**src/rtl/por_pkg.sv**
```systemverilog
// Shared types and helpers for the power-on-reset sequencer.
`timescale 1ns/1ps
package por_pkg;

    typedef enum logic [1:0] {
        HOLD    = 2'd0,
        RELEASE = 2'd1,
        RUN     = 2'd2,
        SW_HOLD = 2'd3
    } state_t;

    typedef logic [1:0] cause_t;

    localparam cause_t CAUSE_POR = 2'b01;
    localparam cause_t CAUSE_SW  = 2'b10;

    function automatic int max3(input int a, input int b, input int c);
        int m;
        m = (a > b) ? a : b;
        return (m > c) ? m : c;
    endfunction

endpackage

```
**src/rtl/reset_sync.sv**
```systemverilog
// Asynchronous-assert, synchronous-deassert reset synchroniser.
`timescale 1ns/1ps
module reset_sync #(
    parameter int SYNC_STAGES = 2
) (
    input  logic i_clk,
    input  logic i_rst_n,
    output logic o_rst_sync
);

    logic [SYNC_STAGES-1:0] r_chain;

    // Shift ones in after release; clear the whole chain the instant reset asserts.
    always_ff @(posedge i_clk or negedge i_rst_n) begin
        if (!i_rst_n) begin
            r_chain <= '0;
        end else begin
            r_chain <= {r_chain[SYNC_STAGES-2:0], 1'b1};
        end
    end

    assign o_rst_sync = r_chain[SYNC_STAGES-1];

endmodule

```
**src/rtl/por_reset_sequencer.sv**
```systemverilog
// Power-on-reset consumer: debounces the POR release, then frees the reset
// domains one by one; also services a software reset request.
//
//  state   | meaning
//  --------+-----------------------------------------------------------
//  HOLD    | POR seen; waiting HOLD_CYCLES after synchronised release
//  RELEASE | freeing domains in index order, STAGE_GAP cycles apart
//  RUN     | all domains free, done flag high, SW requests accepted
//  SW_HOLD | SW reset: all domains low for SW_PULSE cycles
`timescale 1ns/1ps
module por_reset_sequencer
    import por_pkg::*;
#(
    parameter int SYNC_STAGES = 2,
    parameter int HOLD_CYCLES = 16,
    parameter int NUM_DOMAINS = 3,
    parameter int STAGE_GAP   = 4,
    parameter int SW_PULSE    = 8
) (
    input  logic                   clk_i,
    input  logic                   rst_ni,
    input  logic                   sw_rst_req_i,
    output logic [NUM_DOMAINS-1:0] rst_no,
    output logic                   rst_done_o,
    output logic [1:0]             rst_cause_o
);

    if (SYNC_STAGES < 2) begin : g_chk_sync
        $error("SYNC_STAGES must be at least 2");
    end
    if (HOLD_CYCLES < 1) begin : g_chk_hold
        $error("HOLD_CYCLES must be at least 1");
    end
    if (NUM_DOMAINS < 1) begin : g_chk_dom
        $error("NUM_DOMAINS must be at least 1");
    end
    if (STAGE_GAP < 1) begin : g_chk_gap
        $error("STAGE_GAP must be at least 1");
    end
    if (SW_PULSE < 1) begin : g_chk_sw
        $error("SW_PULSE must be at least 1");
    end

    localparam int CNT_MAX = max3(HOLD_CYCLES, STAGE_GAP, SW_PULSE);
    localparam int CW      = $clog2(CNT_MAX + 1);
    localparam int IW      = $clog2(NUM_DOMAINS + 1);

    localparam logic [CW-1:0] HOLD_LAST = CW'(HOLD_CYCLES - 1);
    localparam logic [CW-1:0] GAP_LAST  = CW'(STAGE_GAP - 1);
    localparam logic [CW-1:0] SW_LAST   = CW'(SW_PULSE - 1);
    localparam logic [IW-1:0] IDX_END   = IW'(NUM_DOMAINS);
    localparam logic [IW-1:0] IDX_ONE   = IW'(1);

    state_t                 r_state, w_state_nxt;
    logic [CW-1:0]          r_cnt, w_cnt_nxt;
    logic [IW-1:0]          r_idx, w_idx_nxt;
    logic [NUM_DOMAINS-1:0] r_rst_no, w_rst_no_nxt;
    logic                   r_done, w_done_nxt;
    cause_t                 r_cause, w_cause_nxt;
    logic                   r_sw_req_q;
    logic                   w_rst_sync;
    logic                   w_sw_trig;

    reset_sync #(
        .SYNC_STAGES(SYNC_STAGES)
    ) u_reset_sync (
        .i_clk      (clk_i),
        .i_rst_n    (rst_ni),
        .o_rst_sync (w_rst_sync)
    );

    // Only a fresh rising edge seen while running counts; the history flop
    // tracks the input in every state so edges elsewhere are simply lost.
    assign w_sw_trig = (r_state == RUN) && sw_rst_req_i && !r_sw_req_q;

    // State, counters and registered outputs.
    always_ff @(posedge clk_i or negedge rst_ni) begin
        if (!rst_ni) begin
            r_state    <= HOLD;
            r_cnt      <= '0;
            r_idx      <= '0;
            r_rst_no   <= '0;
            r_done     <= 1'b0;
            r_cause    <= CAUSE_POR;
            r_sw_req_q <= 1'b1;
        end else begin
            r_state    <= w_state_nxt;
            r_cnt      <= w_cnt_nxt;
            r_idx      <= w_idx_nxt;
            r_rst_no   <= w_rst_no_nxt;
            r_done     <= w_done_nxt;
            r_cause    <= w_cause_nxt;
            r_sw_req_q <= sw_rst_req_i;
        end
    end

    // Next state, cycle counter and domain index.
    always_comb begin
        w_state_nxt = r_state;
        w_cnt_nxt   = r_cnt;
        w_idx_nxt   = r_idx;
        case (r_state)
            HOLD: begin
                if (w_rst_sync) begin
                    if (r_cnt == HOLD_LAST) begin
                        w_state_nxt = RELEASE;
                        w_cnt_nxt   = '0;
                        w_idx_nxt   = IDX_ONE;
                    end else begin
                        w_cnt_nxt = r_cnt + 1'b1;
                    end
                end
            end
            RELEASE: begin
                if (r_idx == IDX_END) begin
                    w_state_nxt = RUN;
                end else if (r_cnt == GAP_LAST) begin
                    w_cnt_nxt = '0;
                    w_idx_nxt = r_idx + 1'b1;
                end else begin
                    w_cnt_nxt = r_cnt + 1'b1;
                end
            end
            RUN: begin
                if (w_sw_trig) begin
                    w_state_nxt = SW_HOLD;
                    w_cnt_nxt   = '0;
                end
            end
            SW_HOLD: begin
                if (r_cnt == SW_LAST) begin
                    w_state_nxt = RELEASE;
                    w_cnt_nxt   = '0;
                    w_idx_nxt   = IDX_ONE;
                end else begin
                    w_cnt_nxt = r_cnt + 1'b1;
                end
            end
            default: begin
                w_state_nxt = HOLD;
            end
        endcase
    end

    // Next values of the reset lines, done flag and cause.
    always_comb begin
        w_rst_no_nxt = r_rst_no;
        w_done_nxt   = r_done;
        w_cause_nxt  = r_cause;
        case (r_state)
            HOLD: begin
                if (w_rst_sync && (r_cnt == HOLD_LAST)) begin
                    w_rst_no_nxt[0] = 1'b1;
                end
            end
            RELEASE: begin
                if (r_idx == IDX_END) begin
                    w_done_nxt = 1'b1;
                end else if (r_cnt == GAP_LAST) begin
                    for (int k = 0; k < NUM_DOMAINS; k++) begin
                        if (r_idx == IW'(k)) begin
                            w_rst_no_nxt[k] = 1'b1;
                        end
                    end
                end
            end
            RUN: begin
                if (w_sw_trig) begin
                    w_rst_no_nxt = '0;
                    w_done_nxt   = 1'b0;
                    w_cause_nxt  = CAUSE_SW;
                end
            end
            SW_HOLD: begin
                if (r_cnt == SW_LAST) begin
                    w_rst_no_nxt[0] = 1'b1;
                end
            end
            default: begin
                w_rst_no_nxt = '0;
            end
        endcase
    end

    assign rst_no      = r_rst_no;
    assign rst_done_o  = r_done;
    assign rst_cause_o = r_cause;

endmodule

```
**config.mk**
```make
export PLATFORM = sky130hd
export DESIGN_NAME = por_reset_sequencer
export DESIGN_NICKNAME = d
export VERILOG_FILES = /design/src/rtl/por_pkg.sv /design/src/rtl/reset_sync.sv /design/src/rtl/por_reset_sequencer.sv
export SDC_FILE = /design/constraint.sdc
export NUM_CORES = 1
export LEC_CHECK = 0
export BUFFER_PORTS_ARGS = -buffer_cell sky130_fd_sc_hd__buf_4
export CAP_MARGIN = 20
export CORE_UTILIZATION = 50
export CTS_CLUSTER_SIZE = 25
export DETAILED_ROUTE_END_ITERATION = 10
export GPL_TIMING_DRIVEN = 0
export PLACE_DENSITY = 0.71
export SYNTH_ARGS = -nofsm -noshare
export SYNTH_HDL_FRONTEND = slang
export SYNTH_HIERARCHICAL = 1
export SYNTH_SLANG_ARGS = --single-unit
```
**constraint.sdc**
```tcl
create_clock -name clk_i -period 1.9 [get_ports clk_i]
set_clock_uncertainty 0.05 [all_clocks]
set_input_delay 0.285 -clock clk_i [delete_from_list [all_inputs] [get_ports clk_i]]
set_output_delay 0.285 -clock clk_i [all_outputs]
set_load 0.01 [all_outputs]
```
# Word-level counts from Yosys, hierarchy flattened
# Index checks and enable logic that the tools add are counted.
word_totals:
  register_bits: 18
  input_bits: 3
  out_inout_bits: 6
classes:
  reduce_logical: 16
  n_addsub: 2
  mux: 29
  eq_ne: 20
ops:
  columns: ["op", "n"]
  rows:
  - ["$mux W5", 6]
  - ["$ne A2 B2 Y1 const B", 10]
  - ["$pmux W5 S4", 1]
  - ["$reduce_and A5 Y1", 3]
  - ["$mux W2", 7]
  - ["$reduce_and A6 Y1", 2]
  - ["$mux W3", 3]
  - ["$eq A2 B2 Y1 const B", 4]
  - ["$pmux W2 S4", 1]
  - ["$mux W1", 7]
  - ["$pmux W2 S3", 1]
  - ["$reduce_and A3 Y1", 2]
  - ["$add A5 B1 Y5 const B", 1]
  - ["$eq A5 B2 Y1 const B", 1]
  - ["$eq A5 B3 Y1 const B", 1]
  - ["$eq A5 B4 Y1 const B", 1]
  - ["$eq A2 B1 Y1 const B", 2]
  - ["$logic_not A2 Y1", 2]
  - ["$pmux W1 S4", 1]
  - ["$pmux W2 S2", 1]
  - ["$logic_and A1 B1 Y1", 3]
  - ["$reduce_bool A3 Y1", 1]
  - ["$add A2 B1 Y2 const B", 1]
  - ["$ne A2 B1 Y1 const B", 1]
  - ["4 further kinds", 4]

# Logic depth before layout (Yosys ltp)
# Gate-level depths: netlist of the first run.
logic_depth:
  depth_word: 5
  depth_mapped: 8
  ltp_nobuf: 8

# By module
# Netlist of the first run, hierarchy kept.
modules_own_cells:
  columns: ["module", "seq_area_each_um2", "instances", "cells_per_inst", "area_per_inst_um2"]
  rows:
  - ["por_reset_sequencer", 402.9, 1, 107, 1033.5]
  - ["reset_sync", 50.0, 1, 3, 53.8]

# Least setup slack after synthesis of the first run
# OpenSTA, ideal clock, no wires.
synth_timing:
  kind: "reg2reg"
  start: "register r_cnt[0]"
  end: "register r_cnt[2]"
  t_required_ps: 1728
  arrival_time_ps: 1722
  setup_slack_ps: 7
  path_stages_with_launch: 7
  path_cell_list: "dfrtp_1 ha_1 or4b_1 buf_2 a211oi_2 nor2_1 a32o_1"
synth_between:
  elab_chain_len: 4
synth_lines:
  columns: ["element", "line", "rtl"]
  rows:
  - ["start, declared", "por_reset_sequencer.sv:55", "logic [CW-1:0] r_cnt, w_cnt_nxt;"]
  - ["start signal, assigned", "por_reset_sequencer.sv:88", "r_cnt <= w_cnt_nxt;"]
  - ["$add A5 B1 Y5 (tied with other cells)", "por_reset_sequencer.sv:110, por_reset_sequencer.sv:121, por_reset_sequencer.sv:136", null]
  - ["$mux W5 (on tied branches)", "por_reset_sequencer.sv:117, por_reset_sequencer.sv:105", null]
  - ["$mux W5 (on tied branches)", "por_reset_sequencer.sv:115, por_reset_sequencer.sv:104", null]
  - ["$pmux W5 S4 *", "por_reset_sequencer.sv:102", "case (r_state)"]
# Mark *: on every way between the ends. The rest lies on a longest branch, timed or not. The select of a mux whose other input is x is not followed.
# A chain may end at the register's enable or synchronous reset.

# Final worst setup path of the first run
# Same ends and word-level chain as after synthesis.

==> Flow_metrics.wiki, run 1 <==
{| class="wikitable"
! Metric !! Value
|-
| Outcome || finished clean
|-
| Endpoint of the worst hold-timing path || r_sw_req_q
|-
| Nets || about 150
|-
| Initial antenna violation count || 0
|-
| Biggest area contributors in the synthesized netlist || dfrtp_1 (37%), ha_1 (14%), dfstp_2 (4.8%), inv_1 (4.1%), mux2i_1 (3.7%)
|-
| Final setup vio count || 0
|-
| HP Start || sw_rst_req_i
|-
| End of the worst register-to-register path || r_cnt[2]
|-
| Post-Route WL || between 2000 and 2500 um
|-
| Sequential share of the synthesized area || a little over two fifths
|-
| P&R area growth vs syn || 26.2%
|-
| Maximum ir drop on the vdd rail || roughly 0.00084 V
|-
| Area of the die || roughly 2400 um2
|-
| Global-route wire length before repair || approximately 3500 um
|-
| Period utilization || between 90 and 100%
|-
| Maximum fanout encountered on the critical timing path || 7
|-
| IO Pins || 9
|-
| Number of register bits inferred by synthesis || 18
|-
| Hold violation count in the final report || 0
|-
| Number of CTS-inserted buffers || 3
|-
| Highest attainable clock frequency || between 500 and 600 MHz
|-
| Element type at the critical path start || register
|-
| # DRC || 0
|-
| Worst min path class || input port to register
|-
| Netlist cell types || 35
|-
| Post-synthesis cell type with the largest combined area || dfrtp_1
|-
| Half-perimeter wire length after placement || 1410 um
|-
| Synth Instances || 110
|-
| Total vias in the final route || 860
|-
| Post-route core utilization || about two thirds
|-
| Global-route congestion overflow total || 0
|-
| Std cell rows || 16
|-
| Unrepaired setup endpoints after global routing || yes
|-
| Sum Neg Setup Slack || 0 ns
|-
| Starting Density || a little over half
|-
| Area share of the largest cell type after synthesis || a little under two fifths
|-
| Placer's final routability congestion estimate || approximately 0.77
|-
| Critical Path Sink Type || register
|-
| CTS root buffer || clkbuf_4
|-
| Cell count of the worst reg-to-reg path || 6
|-
| Clock-pin slew on the worst setup and hold paths || ~0.11 ns
|-
| Total of warnings raised by yosys || 6
|-
| Total iterations of the first detailed-routing run || 4
|-
| Die extent in x || between 40 and 50 um
|-
| Register-to-register setup slack || ~0.055 ns
|-
| Largest net degree at the start of global routing || 19
|-
| Die height || roughly 50 um
|-
| Leakage power || roughly 0.00061 uW
|-
| Number of DRC markers after the initial detailed-route iteration || 27
|-
| Power density relative to cell area || between 1500 and 2000 nW/um2
|-
| Data arrival time at the worst-slack endpoint || approximately 2.0 ns
|-
| Data required time at the worst endpoint || 2.05 ns
|-
| Post-layout power || 2120 uW
|-
| Clk buf depth || 2
|-
| Minimum period implied by the final worst setup slack || roughly 1.8 ns
|-
| Worst setup path class || register to register
|-
| IO Port Bufs || 8
|-
| H-tree lvl count || 1
|-
| R2R Path Start || r_cnt[0]
|-
| Total count of max-transition violations in the final report || 0
|-
| Via count of the first global-routing pass || approximately 820
|-
| Sink Count || 18
|-
| Post-synthesis net count || roughly 130
|-
| Antenna Diode Count || 0
|-
| Max-cap viol count || 0
|-
| Routed length per placed instance || 13.3 um
|-
| Tot GR Track Use || 19.3%
|-
| CTS tree || yes
|-
| Mean instance size in the synthesized netlist || approximately 9.9 um2
|-
| Instance count along the most critical hold path || 1
|-
| Clock insertion delay at the later pin of the skew report || between 0.2 and 0.3 ns
|-
| Post-synthesis instance area || about 1100 um2
|-
| Fraction of layout cells with a size suffix above 1 || between 30% and 40%
|-
| Core box area || between 2000 and 2500 um2
|-
| ANT nets after route || 0
|-
| Avg Vias per Cell || approximately 5.5
|}
how the worst max path moves through the flow:
stage | startpoint | endpoint | slack, ns | cells past startpoint
detailed placement | r_cnt[0] | r_state[1] | -0.23 | 8
global route | r_state[0] | r_cnt[2] | -0.01 | 6
floorplan | r_cnt[0] | r_cnt[2] | 0.007 | 6
global placement | r_cnt[0] | r_state[1] | -0.17 | 8
finish | r_cnt[0] | r_cnt[2] | 0.06 | 6
CTS | r_cnt[1] | r_cnt[2] | -0.004 | 6
per-layer routing:
metal	up-vias	routed length [um]	part of all wire [%]	global-route usage [%]
met1	407	913	44	23.9
met5	-	0	0	0
met2	21	1060	51	32.4
met3	2	84	4.1	4.09
li1	430	-	-	-
met4	0	10	0.48	8.33
cells in the final DEF (no fill, tap or decap), types with 2 or more instances in the layout:
cell type and instances:
dfstp_2 2, ha_1 8, a22o_1 2, dfrtp_1 16, o221ai_1 2, nand2_1 9
inv_1 10, a31oi_1 2, o21ai_0 4, buf_4 17, ha_4 3, mux2i_1 3
inv_2 2, nor2_1 8, nand3_1 2, nor2b_1 2, nand4_1 2, and2_1 2
nand2b_1 4, o41ai_1 2, o31ai_1 3, clkbuf_4 3
report_power, final:
group,switching [uW],internal (uW)
Sequential,132,512
Clock,121,117
Combinational,630,613
flip-flops by register name (all words and copies together) (netlist names):
register and flops:
r_idx 2, rst_no 3, u_reset_sync/r_chain 2, r_state 2
rst_cause_o 2, rst_done_o 1, r_sw_req_q 1, r_cnt 5
final cells by class:
class                   count  area [um2]
multi-input cells          75         644
fillers                   158         629
flip-flops and latches     18         453
repair buffers             17         134
inverters                  12        45.0
clock buffers               4        36.3
well taps                  27        33.8
plain buffers               3        26.3
what timing repair did:
item	4_1_cts	5_1_grt
gates resized for setup	9	15
hold buffers	1	0
pin swaps	0	6
endpoints found under the hold margin	16	0
cloned	0	1
endpoints found under the setup margin	10	12
buffers inserted	1	6
worst max-delay path, stage by stage (launching register included):
cell      delay (ns)
dfrtp_1         0.42
ha_4            0.16
or4b_4          0.45
buf_6           0.15
a211oi_4        0.21
nor2_1          0.06
a32o_1          0.25
synthesized netlist by cell type:
cell type  count
nand3_1        2
mux2_2         1
nand4bb_1      1
or4b_1         1
a311oi_1       1
o21ai_0        4
nor2_1         8
o41ai_1        2
nand4_1        2
inv_1         12
a32o_1         1
nand2_1        9
conb_1         1
buf_2          2
a22o_1         2
o22ai_1        1
nor2b_1        2
and2_1         2
a211oi_1       1
a31oi_1        2
clkbuf_1       3
nand3b_1       1
dfstp_2        2
o221ai_1       2
a221oi_1       1
a211oi_2       1
o211ai_1       1
mux2i_1        4
dfrtp_1       16
a222oi_1       1
a21boi_0       1
ha_1          12
nand2b_1       4
o31ai_1        3
o221a_2        1
through the flow:
step	instance area (um2)	hold slack (ns)	cells	worst slack (ns)
2_1_floorplan	1090	-0.0606	110	0.00659
3_3_place_gp	1180	0.114	145	-0.171
3_5_place_dp	1180	0.117	145	-0.232
4_1_cts	1270	0.0400	151	-0.00421
5_1_grt	1370	0.0253	156	-0.0111
6_report	1370	0.0500	156	0.0552
kinds of logic after synthesis:
group           share of synthesized area [%]
buf+inv                                  6.10
simple gates                             15.2
flops                                    41.7
compound gates                           18.2
fa+ha+maj                                13.8
other cells                             0.345
mux                                      4.72
No activity file was read; power rests on OpenSTA's default activity.
==> run 2, diff against run 1 <==
- CTS_BUF_LIST: default -> sky130_fd_sc_hd__clkbuf_4
- PLACE_DENSITY: 0.71 -> 0.75
==> run 2 against run 1 <==
Net effect: final cell count rose by 0.64%; sequential share of layout area fell by 0.42 points; critical path type unchanged; critical path depth did not move; flip-flop and latch count did not move; clock power fell by 14%; fmax fell by 1.5%; global-route usage rose by 2.3 points.
==> Flow_metrics.wiki, run 2 (synthesis results as in run 1) <==
{| class="wikitable"
! Metric !! Value
|-
| Starting Density || 54.3%
|-
| Sink Count || 18
|-
| Routed length per placed instance || 15.4 um
|-
| Power density relative to cell area || approximately 1600 nW/um2
|-
| Largest register FFs || 5
|-
| End of the worst register-to-register path || r_cnt[2]
|-
| H-tree lvl count || 1
|-
| Core box area || approximately 2000 um2
|-
| Leakage power || slightly above 0.0006 uW
|-
| Nets || around 150
|-
| Antenna Diode Count || 0
|-
| Area of the die || 2360 um2
|-
| Fraction of layout cells with a size suffix above 1 || between 30% and 40%
|-
| Highest attainable clock frequency || roughly 530 MHz
|-
| Die extent in x || a little under 50 um
|-
| IO Pins || 9
|-
| Clk buf depth || 2
|-
| CTS tree || yes
|-
| Initial antenna violation count || 0
|-
| Element type at the critical path start || register
|-
| Clock-pin slew on the worst setup and hold paths || between 0.1 and 0.15 ns
|-
| Half-perimeter wire length after placement || about 1500 um
|-
| Clock insertion delay at the later pin of the skew report || ~0.30 ns
|-
| Number of CTS-inserted buffers || 3
|-
| Worst min path class || input port to register
|-
| IO Port Bufs || 8
|-
| HP Start || sw_rst_req_i
|-
| Post-Route WL || ~2400 um
|-
| Worst setup path class || register to register
|-
| Max-cap viol count || 0
|-
| Global-route wire length before repair || 3960 um
|-
| Cell count of the worst reg-to-reg path || 6
|-
| ANT nets after route || 0
|-
| Std cell rows || 16
|-
| Total iterations of the first detailed-routing run || 6
|-
| Total count of max-transition violations in the final report || 0
|-
| Minimum period implied by the final worst setup slack || roughly 1.9 ns
|-
| Hold violation count in the final report || 0
|-
| Avg Vias per Cell || approximately 5.8
|-
| Tot GR Track Use || between 20% and 30%
|-
| Sum Neg Setup Slack || 0 ns
|-
| Endpoint of the worst hold-timing path || r_sw_req_q
|-
| Outcome || finished clean
|-
| Maximum ir drop on the vdd rail || 0.00103 V
|-
| Via count of the first global-routing pass || just over 900
|-
| Critical Path Sink Type || register
|-
| Data required time at the worst endpoint || around 2.1 ns
|-
| Top library cells by usage in the layout, fill and taps aside || buf_4 (19), dfrtp_1 (16), inv_1 (10)
|-
| Largest net degree at the start of global routing || 19
|-
| CTS root buffer || clkbuf_4
|-
| Placer's final routability congestion estimate || between 0.8 and 0.9
|-
| Data arrival time at the worst-slack endpoint || roughly 2.0 ns
|-
| R2R Path Start || r_cnt[0]
|-
| P&R area growth vs syn || 27.8%
|-
| Register-to-register setup slack || 0.03 ns
|-
| Post-route core utilization || between 60 and 70%
|-
| Total vias in the final route || between 900 and 1000
|-
| Global-route congestion overflow total || 0
|-
| Number of DRC markers after the initial detailed-route iteration || 33
|-
| Most common library cell in the layout ignoring fill and taps || buf_4
|-
| Period utilization || between 90% and 100%
|-
| Register with the most flip-flops || r_cnt
|-
| # DRC || 0
|-
| Maximum fanout encountered on the critical timing path || 7
|-
| Unrepaired setup endpoints after global routing || yes
|-
| Final setup vio count || 0
|-
| Instance count along the most critical hold path || 1
|-
| Die height || just under 50 um
|}
-- run 2: worst max-delay path: stages, from the launching register on --
cell and delay (ns):
dfrtp_1 0.41, ha_4 0.17, or4b_4 0.46, buf_6 0.15
a211oi_4 0.23, o31ai_2 0.09, a32o_1 0.20
-- run 2: layout make-up --
class,count,area [um2]
fill,146,612
multi-input combinational,75,668
inverter,12,45.0
clock inverter,1,3.75
buffer,3,26.3
sequential,18,453
tap,27,33.8
clock buffer,3,22.5
timing repair buffer,18,138
-- run 2: how the worst max path moves through the flow --
stage                       endpoint  cells after the start       start
after CTS                 r_state[1]                      6  r_state[0]
after global placement    r_state[1]                      8    r_cnt[0]
after floorplan             r_cnt[2]                      6    r_cnt[0]
after global routing       rst_no[2]                      6    r_cnt[0]
final                       r_cnt[2]                      6    r_cnt[0]
after detailed placement    r_idx[0]                      8    r_cnt[0]
-- run 2: where the power goes --
group          internal, uW  switching [uW]
sequential              512             144
clock                  76.5             128
combinational           711             702
total                  1300             974
-- run 2: stage by stage --
| stage | total power (uW) | hold slack, ns | instance area (um2) | std cells | setup slack, ns |
|---|---|---|---|---|---|
| finish | 2270 | 0.0487 | 1390 | 157 | 0.0273 |
| global route | 2430 | 0.0452 | 1390 | 157 | -0.0521 |
| detailed placement | 1630 | 0.118 | 1180 | 145 | -0.185 |
| floorplan | 1350 | -0.0606 | 1090 | 110 | 0.00659 |
| global placement | 1560 | 0.114 | 1180 | 145 | -0.159 |
| CTS | 2020 | 0.0415 | 1300 | 156 | 0.00355 |
-- run 2: what timing repair did --
action / 4_1_cts / 5_1_grt
setup buffers: 6 / 3
setup endpoints to repair: 11 / 9
gates resized for setup: 10 / 20
endpoints found under the hold margin: 16 / 0
hold buffers: 1 / 0
pin swaps: 2 / 9
-- run 2: routing by layer --
layer / share of wire (%) / track usage, %
met5: 0 / 0
met3: 2.5 / 1.89
met4: 1.5 / 8.82
met1: 43 / 26.1
met2: 53 / 39.1
